[src/rtl/instruction_fetch_pkg.sv]
// Shared pipeline constants for the fetch stage, also used by decode and exception logic.
// Holds the default reset/exception vectors, the bubble encoding and the PC increment rule.
package instruction_fetch_pkg;

    localparam logic [31:0] DefaultResetPc   = 32'h0000_0000;
    localparam logic [31:0] DefaultExcVector = 32'h8000_0008;
    localparam logic [31:0] DefaultNopInstr  = 32'h0000_0000;

    // PC[31] is the kernel bit: only the low 31 bits wrap on increment.
    function automatic logic [31:0] pc_incr(input logic [31:0] pc);
        logic [30:0] low;
        low = pc[30:0] + 31'd4;
        return {pc[31], low};
    endfunction

endpackage

[src/rtl/pc_next_sel.sv]
// Combinational next-PC priority mux for the fetch stage, with misaligned-redirect detection.
module pc_next_sel
    import instruction_fetch_pkg::*;
#(
    parameter logic [31:0] EXC_VECTOR = DefaultExcVector
) (
    input  logic [31:0] pc,
    input  logic        stall,
    input  logic        redirect_valid,
    input  logic [31:0] redirect_target,
    input  logic        exc_valid,
    output logic [31:0] pc_next,
    output logic        misalign_next
);

    logic target_misaligned;

    assign target_misaligned = (redirect_target[1:0] != 2'b00);

    always_comb begin
        pc_next       = pc_incr(pc);
        misalign_next = 1'b0;
        if (exc_valid) begin
            pc_next = EXC_VECTOR;
        end else if (redirect_valid && target_misaligned) begin
            pc_next       = EXC_VECTOR;
            misalign_next = 1'b1;
        end else if (redirect_valid) begin
            pc_next = redirect_target;
        end else if (stall) begin
            pc_next = pc;
        end
    end

endmodule

[src/rtl/instruction_fetch.sv]
// Instruction fetch stage: PC register, combinational ROM address and the IF/ID pipeline
// register, with stall/flush/redirect/exception handling.
module instruction_fetch
    import instruction_fetch_pkg::*;
#(
    parameter logic [31:0] RESET_PC   = DefaultResetPc,
    parameter logic [31:0] EXC_VECTOR = DefaultExcVector,
    parameter logic [31:0] NOP_INSTR  = DefaultNopInstr
) (
    input  logic        clk,
    input  logic        reset,
    output logic [31:0] rom_addr,
    input  logic [31:0] rom_data,
    input  logic        stall,
    input  logic        flush,
    input  logic        redirect_valid,
    input  logic [31:0] redirect_target,
    input  logic        exc_valid,
    output logic [31:0] ifid_instr,
    output logic [31:0] ifid_pc_plus4,
    output logic        ifid_valid,
    output logic        misalign
);

    logic [31:0] pc_q, pc_d;
    logic        misalign_d;
    logic        bubble;

    pc_next_sel #(
        .EXC_VECTOR(EXC_VECTOR)
    ) u_pc_next_sel (
        .pc              (pc_q),
        .stall           (stall),
        .redirect_valid  (redirect_valid),
        .redirect_target (redirect_target),
        .exc_valid       (exc_valid),
        .pc_next         (pc_d),
        .misalign_next   (misalign_d)
    );

    assign rom_addr = pc_q;
    // Anything that changes control flow kills the word currently being fetched.
    assign bubble   = flush || exc_valid || redirect_valid;

    always_ff @(posedge clk or negedge reset) begin
        if (!reset) begin
            pc_q     <= RESET_PC;
            misalign <= 1'b0;
        end else begin
            pc_q     <= pc_d;
            misalign <= misalign_d;
        end
    end

    always_ff @(posedge clk or negedge reset) begin
        if (!reset) begin
            ifid_instr    <= NOP_INSTR;
            ifid_pc_plus4 <= 32'h0000_0000;
            ifid_valid    <= 1'b0;
        end else if (bubble) begin
            ifid_instr    <= NOP_INSTR;
            ifid_pc_plus4 <= pc_incr(pc_q);
            ifid_valid    <= 1'b0;
        end else if (!stall) begin
            ifid_instr    <= rom_data;
            ifid_pc_plus4 <= pc_incr(pc_q);
            ifid_valid    <= 1'b1;
        end
    end

endmodule

[config.mk]
export PLATFORM = sky130hd
export DESIGN_NAME = instruction_fetch
export DESIGN_NICKNAME = d
export VERILOG_FILES = /design/src/rtl/instruction_fetch_pkg.sv /design/src/rtl/pc_next_sel.sv /design/src/rtl/instruction_fetch.sv
export SDC_FILE = /design/constraint.sdc
export NUM_CORES = 1
export LEC_CHECK = 0
export ABC_CLOCK_PERIOD_IN_PS = 5210
export CORE_MARGIN = 10
export CORE_UTILIZATION = 35
export CTS_BUF_LIST = sky130_fd_sc_hd__clkbuf_8
export CTS_CLUSTER_SIZE = 16
export DETAILED_ROUTE_END_ITERATION = 6
export SYNTH_ARGS = -nofsm -noshare
export SYNTH_HDL_FRONTEND = slang
export SYNTH_HIERARCHICAL = 1
export SYNTH_SLANG_ARGS = --single-unit
[constraint.sdc]
create_clock -name clk -period 5.21 [get_ports clk]
set_input_delay 1.563 -clock clk [delete_from_list [all_inputs] [get_ports clk]]
set_output_delay 1.563 -clock clk [all_outputs]
set_load 0.01 [all_outputs]
==> qor.txt, run 1 <==
Outcome -> finished, final reports clean
# diodes -> 0
Non-Filler Instances -> 844
DR WL met3 -> 787 um
P_leak -> 2.88 nW
#FFs+latches synth -> 98
Peak supply drop -> 136 uV
Fill count -> 1,296
Total power -> 1.63 mW
Synthesized Nets -> 574
CTS buffer count -> 9
CTS tree -> yes
Total I/O pin count -> 168
Slew margin rel. -> 25.2%
Skew-Pair Late Insertion Delay -> 0.37 ns
GRT overflow -> 0
Top cell type's share of synthesized area -> 49.8%
Largest net degree at the start of global routing -> 73
Maxcap violations -> 0
Post-CTS resize count -> 0
Max H-tree Level -> 3
Top cells by area, synth -> dfrtp_1 50%, mux2i_1 7.3%, nand2_1 4.5%
Max layer used -> met4
Final Instance Area -> 6980 um2
DIE HEIGHT -> 139 um
# DRC -> 0
Final worst path period share -> 71.1%
Setup TNS Final -> 0 ns
Clock sink total -> 98
IO buf count -> 167
Final Max Tran Viols -> 0
Ys flop type -> dfrtp_1
Clk root buf -> clkbuf_8
Pwr/cell area -> 234 nW/um2
Mean Syn Cell Area -> 9.81 um2
Netlist cell types -> 46
Achievable frequency -> 270 MHz
Placed insts -> 829
Least-Margin Pin Slew -> 1.12 ns
Number of global-route vias before repair -> 4,578
Core Region -> 13,800 um2
CP Capture Type -> register
Synth Warn # -> 6
Fin util -> 50.4%
Starting Density -> 35.6%
Sequential element share of the synthesized area -> 49.8%
Dpl cell area -> 6760 um2
Final Skew -> 0.00706 ns
Final hold violation count -> 0
Area Growth Syn to Fin -> 41.6%
Syn Inst Count -> 502
Die area -> 19,200 um2
# nets final -> 732
Post-CTS Hold Buffers -> 0
Post-DP HPWL -> 11,800 um
Wirelength per Cell -> 18.6 um
DR vias/cell -> 5.17
Post-synth ARST share -> 100%
Drt initial violations -> 285
Final hold slack -> 0.484 ns
Largest fanout on the critical path -> 33
Wire length on met1 -> 6830 um
Critical path arrival -> 4.01 ns
Cell taking the most area after synthesis -> dfrtp_1
ANT nets after route -> 0
Post-CTS setup buffer count -> 0
Setup CP Type -> input pin to register
Reg2Reg Setup Slack -> 2.86 ns
Drt pass-1 iters -> 4
Tot GR Track Use -> 16.1%
Pre-CTS setup slack -> 1.10 ns
Critical path launch point type -> input pin
EDFF count, synth -> 0
Worst path required time -> 5.52 ns
Layout cells sized above 1 -> 5.42%
Initial antenna violation count -> 0
RePlAce Congestion -> 0.833
Mapped cell area -> 4930 um2
Finish-stage setup viols -> 0
RSZ-0062 raised after global routing -> false
Site Rows -> 43
Setup ws final -> 1.51 ns
Die Wd -> 139 um
Worst Hold Class -> register to register
First-pass GRT wire length -> 25,400 um
Routed wl met2 -> 7840 um
Worst-path clk slew -> 0.09 ns
DRT Wirelength -> 15,700 um
Maximum clock path buffer count -> 2
Vias -> 4,366
Tmin final -> 3.70 ns
[path summary, 6_finish.rpt]
kind | start | to | depth (start not counted)
setup / recovery | redirect_valid | ifid_pc_plus4[21]$_DFFE_PN0P_ | 6
hold / removal | ifid_valid$_DFFE_PN0P_ | ifid_valid$_DFFE_PN0P_ | 1
setup reg to reg | rom_addr[5]$_DFF_PN0_ | ifid_pc_plus4[24]$_DFFE_PN0P_ | 4
hold reg to reg | ifid_valid$_DFFE_PN0P_ | ifid_valid$_DFFE_PN0P_ | 1
max in group asynchronous | reset | ifid_instr[0]$_DFFE_PN0P_ | 2
min in group asynchronous | reset | rom_addr[15]$_DFF_PN0_ | 1
[critical path, cell delays in order]
cell	delay, ns
clkdlybuf4s50_1	0.45
buf_4	0.22
or3_1	0.89
nor2_2	0.22
or4_1	0.56
nand3_1	0.10
[power breakdown]
| group | leakage (nW) | total [mW] | switching, mW | internal, mW |
|---|---|---|---|---|
| registers | 1.31 | 0.839 | 0.0477 | 0.791 |
| logic | 1.46 | 0.248 | 0.110 | 0.138 |
| clock network | 0.106 | 0.544 | 0.274 | 0.270 |
[routing by layer]
metal	global-route usage, %	up-vias
met4	5.33	0
met1	19.5	2136
met5	0	-
li1	-	2097
met2	27.5	118
met3	3.63	15
[placed cells by master (no fill, tap or decap), types with 18 or more instances in the layout]
master           instances
clkdlybuf4s50_1        165
dfrtp_1                 98
nand2_1                 59
nor2_1                  55
o21ai_0                 38
mux2i_1                 36
a21oi_1                 25
xor2_1                  24
nand3_1                 20
xnor2_1                 18
[final cells by class]
type / count / area [um2] / share of cell area [%]
multi-input cells: 375 / 2360 / 33.9
flip-flops and latches: 98 / 2450 / 35.2
well taps: 180 / 225 / 3.23
inverters: 3 / 11.3 / 0.161
clock inverters: 6 / 90.1 / 1.29
repair buffers: 173 / 1710 / 24.5
clock buffers: 9 / 124 / 1.78
[registers in the layout, summed over array words and instances, names as in the netlist]
signal	count
ifid_instr	32
rom_addr	32
ifid_pc_plus4	32
misalign	1
ifid_valid	1
[Yosys cell counts (3+ instances only)]
cell type and count:
a21oi_1 25, a31oi_1 10, and3_1 5, and4_1 5, clkbuf_1 22, dfrtp_1 98
inv_1 3, mux2i_1 36, nand2_1 59, nand3_1 20, nand4_1 11, nand4_4 3
nor2_1 56, nor3_1 10, nor4_1 5, o21ai_0 38, o31ai_1 7, or3_1 4
or4_1 9, xnor2_1 18, xor2_1 24
[cell families (layout without fill, tap and decap cells)]
kind of cell,count (synthesis),after routing,share of synthesized area (%)
compound gates,88,88,9.91
xor+xnor,42,42,7.47
fa+ha+maj,2,2,0.508
buf+inv,29,191,2.29
flops,98,98,49.8
mux,36,36,7.32
simple gates,207,207,22.7
Note: power is estimated with default switching activity, not from simulation.
==> inputs of run 2 (changes only) <==
--- a/config.mk
+++ b/config.mk
@@ -5,12 +5,13 @@
 export SDC_FILE = /design/constraint.sdc
 export NUM_CORES = 1
 export LEC_CHECK = 0
-export ABC_CLOCK_PERIOD_IN_PS = 5210
+export ABC_CLOCK_PERIOD_IN_PS = 3050
 export CORE_MARGIN = 10
 export CORE_UTILIZATION = 35
 export CTS_BUF_LIST = sky130_fd_sc_hd__clkbuf_8
 export CTS_CLUSTER_SIZE = 16
 export DETAILED_ROUTE_END_ITERATION = 6
+export PLACE_DENSITY = 0.67
 export SYNTH_ARGS = -nofsm -noshare
 export SYNTH_HDL_FRONTEND = slang
 export SYNTH_HIERARCHICAL = 1
==> constraint.sdc (replaced) <==
create_clock -name clk -period 3.05 [get_ports clk]
set_input_delay 0.915 -clock clk [delete_from_list [all_inputs] [get_ports clk]]
set_output_delay 0.915 -clock clk [all_outputs]
set_load 0.01 [all_outputs]
==> qor.txt, run 2 (synthesis gave the netlist of run 1 again) <==
Outcome -> finished, final reports clean
First-pass GRT wire length -> 24,900 um (-1.9%)
Pwr/cell area -> 404 nW/um2 (+73%)
CTS tree -> yes
# diodes -> 0 (unchanged)
Largest fanout on the critical path -> 10 (-70%)
Drt initial violations -> 283 (-0.70%)
RSZ-0062 raised after global routing -> false
Slowest cell on crit path -> dfrtp_1
Net Sw Frac -> 24.7% (-1.7 points)
Setup TNS Final -> 0 ns (unchanged)
Post-CTS setup buffer count -> 0 (unchanged)
CP max stage delay -> 0.68 ns (-0.21 ns)
RePlAce Congestion -> 0.825 (-1.1%)
Post-CTS resize count -> 0 (unchanged)
Tmin final -> 2.64 ns
Critical path arrival -> 1.73 ns (-2.28 ns)
Drt pass-1 iters -> 4 (unchanged)
Die area -> 19,200 um2 (unchanged)
Core Region -> 13,800 um2 (unchanged)
Final Skew -> 0.00689 ns (-0.000168 ns)
CP Capture Type -> output pin
Worst Hold Class -> input pin to async pin
GRT overflow -> 0 (unchanged)
Vias -> 4,392 (+0.60%)
Reg area -> 2450 um2 (unchanged)
Final Max Tran Viols -> 0 (unchanged)
Clock share of power -> 34.6% (+1.2 points)
P_int -> 2.15 mW (+79%)
DR vias/cell -> 5.17 (about the same)
Achievable frequency -> 378 MHz
Initial antenna violation count -> 0 (unchanged)
Largest net degree at the start of global routing -> 57 (-22%)
Commonest non-fill, non-tap cell in the layout -> clkdlybuf4s50_1
Reg-to-Reg End -> ifid_pc_plus4[24]$_DFFE_PN0P_
Final worst path period share -> 86.7%
Wirelength per Cell -> 18.5 um (-0.46%)
Fill count -> 1,253 (-3.3%)
Skew-Pair Late Insertion Delay -> 0.38 ns (about the same)
Reg power frac -> 50.1% (-1.3 points)
Maximum clock path buffer count -> 2 (unchanged)
Total power -> 2.85 mW (+75%)
Least-Margin Pin Slew -> 0.590 ns (-0.532 ns)
P_leak -> 2.93 nW (+1.6%)
Max H-tree Level -> 3 (unchanged)
CP Depth -> 1 (-5)
Finish-stage setup viols -> 0 (unchanged)
Area Growth Syn to Fin -> 43.2%
Combinational Power Share -> 15.3% (about the same)
Clock sink total -> 98 (unchanged)
Clk root buf -> clkbuf_8
Post-DP HPWL -> 12,100 um (+2.2%)
Slew margin rel. -> 60.4% (+35 points)
Die Wd -> 139 um (unchanged)
Worst-path clk slew -> 0.09 ns (about the same)
IO buf count -> 167 (unchanged)
Setup CP Type -> register to output pin
# DRC -> 0 (unchanged)
Maxcap violations -> 0 (unchanged)
Site Rows -> 43 (unchanged)
Layout cells sized above 1 -> 6.13% (+0.71 points)
Total I/O pin count -> 168 (unchanged)
Crit-path cells -> clkdlybuf4s50_1
NetSw -> 0.704 mW (+63%)
Tot GR Track Use -> 15.9% (-0.14 points)
Reg2Reg Setup Slack -> 0.77 ns (-2.09 ns)
R2R cell count -> 4 (unchanged)
Number of global-route vias before repair -> 4,367 (-4.6%)
CTS buffer count -> 9 (unchanged)
CP top delay family -> flip-flops
Critical path launch point type -> register
Worst Path Buf+Inv -> 1 (-1)
Worst path required time -> 2.13 ns (-3.39 ns)
ANT nets after route -> 0 (unchanged)
Starting Density -> 35.6% (unchanged)
Final hold violation count -> 0 (unchanged)
Most frequent cells in the layout -> 165 x clkdlybuf4s50_1, 98 x dfrtp_1, 59 x nand2_1
Peak supply drop -> 210 uV (+54%)
Multi-input gate area -> 2360 um2 (unchanged)
DIE HEIGHT -> 139 um (unchanged)
# nets final -> 739 (+0.96%)
Worst r2r src -> rom_addr[5]$_DFF_PN0_
Post-CTS Hold Buffers -> 0 (unchanged)
DRT Wirelength -> 15,700 um (+0.13%)
## run 2: cell count changes in the layout (fill, tap and decap cells not counted), sizes merged
cell	previous run	this run
buf	8	15
bufinv	2	3
clkbuf	9	10
clkinv	1	0
clkinvlp	1	0
inv	5	3
## run 2: layout make-up
type	instances	share of cell area, %
Multi-Input combinational cell	375	33.5
Tap cell	180	3.19
Inverter	3	0.160
Clock inverter	3	1.28
Sequential cell	98	34.8
Clock buffer	10	1.95
Timing Repair Buffer	180	25.2
## run 2: metrics by stage
step / cell area, um2 / util, % / cells / setup slack [ns] / hold slack, ns
floorplan: 4930 / - / 502 / 0.790 / 0.507
global placement: 6830 / 49.4 / 836 / 0.429 / 0.466
detailed placement: 6830 / 49.4 / 836 / 0.332 / 0.470
CTS: 7050 / 51.0 / 849 / 0.368 / 0.379
global route: 7050 / 51.0 / 849 / 0.329 / 0.380
finish: 7050 / 51.0 / 849 / 0.405 / 0.391
## run 2: layer usage
layer	wire, um	GRT usage, %
met1	6810	19.9
met2	7780	26.2
met3	796	3.46
met4	310	6.48
met5	0	0
## run 2: worst max path at each step
stage / start / endpoint / slack, ns
floorplan: exc_valid / ifid_pc_plus4[21]$_DFFE_PN0P_ / 0.79
global placement: redirect_valid / ifid_pc_plus4[10]$_DFFE_PN0P_ / 0.43
detailed placement: redirect_valid / ifid_pc_plus4[10]$_DFFE_PN0P_ / 0.33
CTS: rom_addr[5]$_DFF_PN0_ / rom_addr[5] / 0.37
global route: rom_addr[5]$_DFF_PN0_ / rom_addr[5] / 0.33
finish: rom_addr[5]$_DFF_PN0_ / rom_addr[5] / 0.41
## run 2: power groups by stage
stage	combinational (mW)	clock [mW]	sequential (mW)
after floorplan	0.134	0	1.46
final	0.436	0.987	1.43
after global routing	0.473	1.07	1.44
after CTS	0.443	1.01	1.43
after detailed placement	0.441	0	1.45
after global placement	0.435	0	1.45
==> inputs of run 3 (changes only) <==
--- a/config.mk
+++ b/config.mk
@@ -7,11 +7,10 @@
 export LEC_CHECK = 0
 export ABC_CLOCK_PERIOD_IN_PS = 3050
 export CORE_MARGIN = 10
-export CORE_UTILIZATION = 35
+export CORE_UTILIZATION = 28
 export CTS_BUF_LIST = sky130_fd_sc_hd__clkbuf_8
 export CTS_CLUSTER_SIZE = 16
 export DETAILED_ROUTE_END_ITERATION = 6
-export PLACE_DENSITY = 0.67
 export SYNTH_ARGS = -nofsm -noshare
 export SYNTH_HDL_FRONTEND = slang
 export SYNTH_HIERARCHICAL = 1
==> qor.txt, run 3 (synthesis gave the netlist of run 1 again) <==
Outcome -> finished, final reports clean
Vias -> 4,324 (-1.5%)
Number of global-route vias before repair -> 4,462 (+2.2%)
Largest fanout on the critical path -> 10 (unchanged)
Post-CTS resize count -> 0 (unchanged)
Startpoint of the worst hold path -> ifid_pc_plus4[5]$_DFFE_PN0P_
Skew-Pair Late Insertion Delay -> 0.39 ns (about the same)
Initial antenna violation count -> 0 (unchanged)
Post-CTS Hold Buffers -> 0 (unchanged)
IO buf count -> 167 (unchanged)
DR vias/cell -> 4.82 (-6.8%)
Drt pass-1 iters -> 4 (unchanged)
Most frequent cells in the layout -> 165 x clkdlybuf4s50_1, 98 x dfrtp_1, 59 x nand2_1
Critical path arrival -> 1.73 ns (about the same)
Net Sw Frac -> 27.9% (+3.2 points)
Site Rows -> 48 (+12%)
Layout cells sized above 1 -> 6.55% (+0.42 points)
Fin util -> 41.0% (-10 points)
Tmin final -> 2.64 ns (-0.00164 ns)
Hold path depth -> 2
Core Region -> 17,300 um2 (+25%)
Worst-path clk slew -> 0.11 ns (+0.02 ns)
Fill count -> 1,698 (+36%)
Drt initial violations -> 189 (-33%)
Peak supply drop -> 177 uV (-15%)
# diodes -> 0 (unchanged)
Maxcap violations -> 0 (unchanged)
Max H-tree Level -> 3 (unchanged)
Slew margin rel. -> 60.2% (-0.19 points)
Total power -> 2.69 mW (-5.6%)
CP top delay family -> flip-flops
Finish-stage setup viols -> 0 (unchanged)
Clock sink total -> 98 (unchanged)
Setup TNS Final -> 0 ns (unchanged)
R2R cell count -> 4 (unchanged)
Hold EP -> ifid_pc_plus4[5]$_DFFE_PN0P_
CP Capture Type -> output pin
Clock share of power -> 30.5% (-4.1 points)
Least-Margin Pin Slew -> 0.597 ns (+0.00738 ns)
P_leak -> 2.91 nW (-0.61%)
Pwr/cell area -> 380 nW/um2 (-6.0%)
Slowest cell on crit path -> dfrtp_1
Clk root buf -> clkbuf_8
ANT nets after route -> 0 (unchanged)
Final Skew -> 0.0182 ns (+0.0113 ns)
Combinational Power Share -> 16.5% (+1.2 points)
Setup CP Type -> register to output pin
Total I/O pin count -> 168 (unchanged)
Area Growth Syn to Fin -> 43.8%
RePlAce Congestion -> 0.809 (-1.9%)
Largest net degree at the start of global routing -> 50 (-12%)
RSZ-0062 raised after global routing -> false
Crit-path cells -> clkdlybuf4s50_1
CTS buffer count -> 9 (unchanged)
CTS tree -> yes
Worst path required time -> 2.13 ns (about the same)
P_int -> 1.94 mW (-9.7%)
Starting Density -> 28.5% (-7.1 points)
Worst r2r src -> rom_addr[6]$_DFF_PN0_
Tot GR Track Use -> 13.8% (-2.2 points)
Post-CTS setup buffer count -> 0 (unchanged)
Maximum clock path buffer count -> 2 (unchanged)
Reg power frac -> 53.0% (+2.9 points)
DIE HEIGHT -> 153 um (+10%)
NetSw -> 0.751 mW (+6.7%)
First-pass GRT wire length -> 26,000 um (+4.3%)
Worst Path Buf+Inv -> 1 (unchanged)
Final worst path period share -> 86.7% (about the same)
Final Max Tran Viols -> 0 (unchanged)
Critical path launch point type -> register
Achievable frequency -> 378 MHz (about the same)
Reg2Reg Setup Slack -> 0.75 ns (-0.02 ns)
# DRC -> 0 (unchanged)
Wirelength per Cell -> 18.2 um (-1.7%)
Worst Hold Class -> register to register
Die area -> 23,300 um2 (+21%)
Reg-to-Reg End -> ifid_pc_plus4[24]$_DFFE_PN0P_
GRT overflow -> 0 (unchanged)
Final hold violation count -> 0 (unchanged)
Commonest non-fill, non-tap cell in the layout -> clkdlybuf4s50_1
CP max stage delay -> 0.67 ns (about the same)
Post-DP HPWL -> 12,500 um (+3.2%)
# nets final -> 739 (unchanged)
Die Wd -> 153 um (+10%)
DRT Wirelength -> 16,300 um (+3.9%)
==> run 3: changes by cell type in the layout (fill, tap and decap cells not counted), sizes merged <==
| cell | previous run | this run |
|---|---|---|
| inv | 3 | 4 |
| bufinv | 3 | 0 |
| clkinvlp | 0 | 2 |
| clkinv | 0 | 2 |
| clkbuf | 10 | 11 |
==> run 3: power groups by stage <==
| stage | Clock, mW | Sequential, mW | Combinational, mW |
|---|---|---|---|
| floorplan | 0 | 1.46 | 0.134 |
| global placement | 0 | 1.45 | 0.444 |
| detailed placement | 0 | 1.45 | 0.450 |
| CTS | 0.861 | 1.43 | 0.452 |
| global route | 0.905 | 1.44 | 0.485 |
| finish | 0.822 | 1.43 | 0.443 |
==> run 3: metal layers <==
metal | wire (um) | GRT usage, % | vias up
li1 | - | - | 2112
met1 | 7220 | 17.4 | 2075
met2 | 7860 | 22.4 | 130
met3 | 1140 | 4.80 | 7
met4 | 91 | 2.72 | 0
met5 | 0 | 0 | -
==> run 3: cell type report <==
cell class | count | area, um2 | share of cell area (%)
Clock buffer | 11 | 151 | 2.14
Clock inverter | 5 | 37.5 | 0.530
Inverter | 3 | 11.3 | 0.159
Multi-Input combinational cell | 375 | 2360 | 33.4
Sequential cell | 98 | 2450 | 34.6
Tap cell | 225 | 282 | 3.97
Timing Repair Buffer | 180 | 1790 | 25.2
==> run 3: through the flow <==
| step | hold WS (ns) | cell area, um2 | std cells | setup slack [ns] |
|---|---|---|---|---|
| 3_3_place_gp | 0.458 | 6900 | 881 | 0.344 |
| 6_report | 0.487 | 7080 | 897 | 0.407 |
| 2_1_floorplan | 0.507 | 4930 | 502 | 0.790 |
| 4_1_cts | 0.486 | 7080 | 897 | 0.405 |
| 5_1_grt | 0.506 | 7080 | 897 | 0.367 |
| 3_5_place_dp | 0.463 | 6900 | 881 | 0.302 |
==> run 3: how the worst max path moves through the flow <==
stage,from,end,slack (ns),cells past startpoint
final,rom_addr[6]$_DFF_PN0_,rom_addr[6],0.41,1
after CTS,rom_addr[6]$_DFF_PN0_,rom_addr[6],0.40,1
after floorplan,exc_valid,ifid_pc_plus4[21]$_DFFE_PN0P_,0.79,7
after detailed placement,redirect_valid,ifid_pc_plus4[8]$_DFFE_PN0P_,0.30,5
after global routing,rom_addr[6]$_DFF_PN0_,rom_addr[6],0.37,1
after global placement,redirect_valid,ifid_pc_plus4[11]$_DFFE_PN0P_,0.34,5
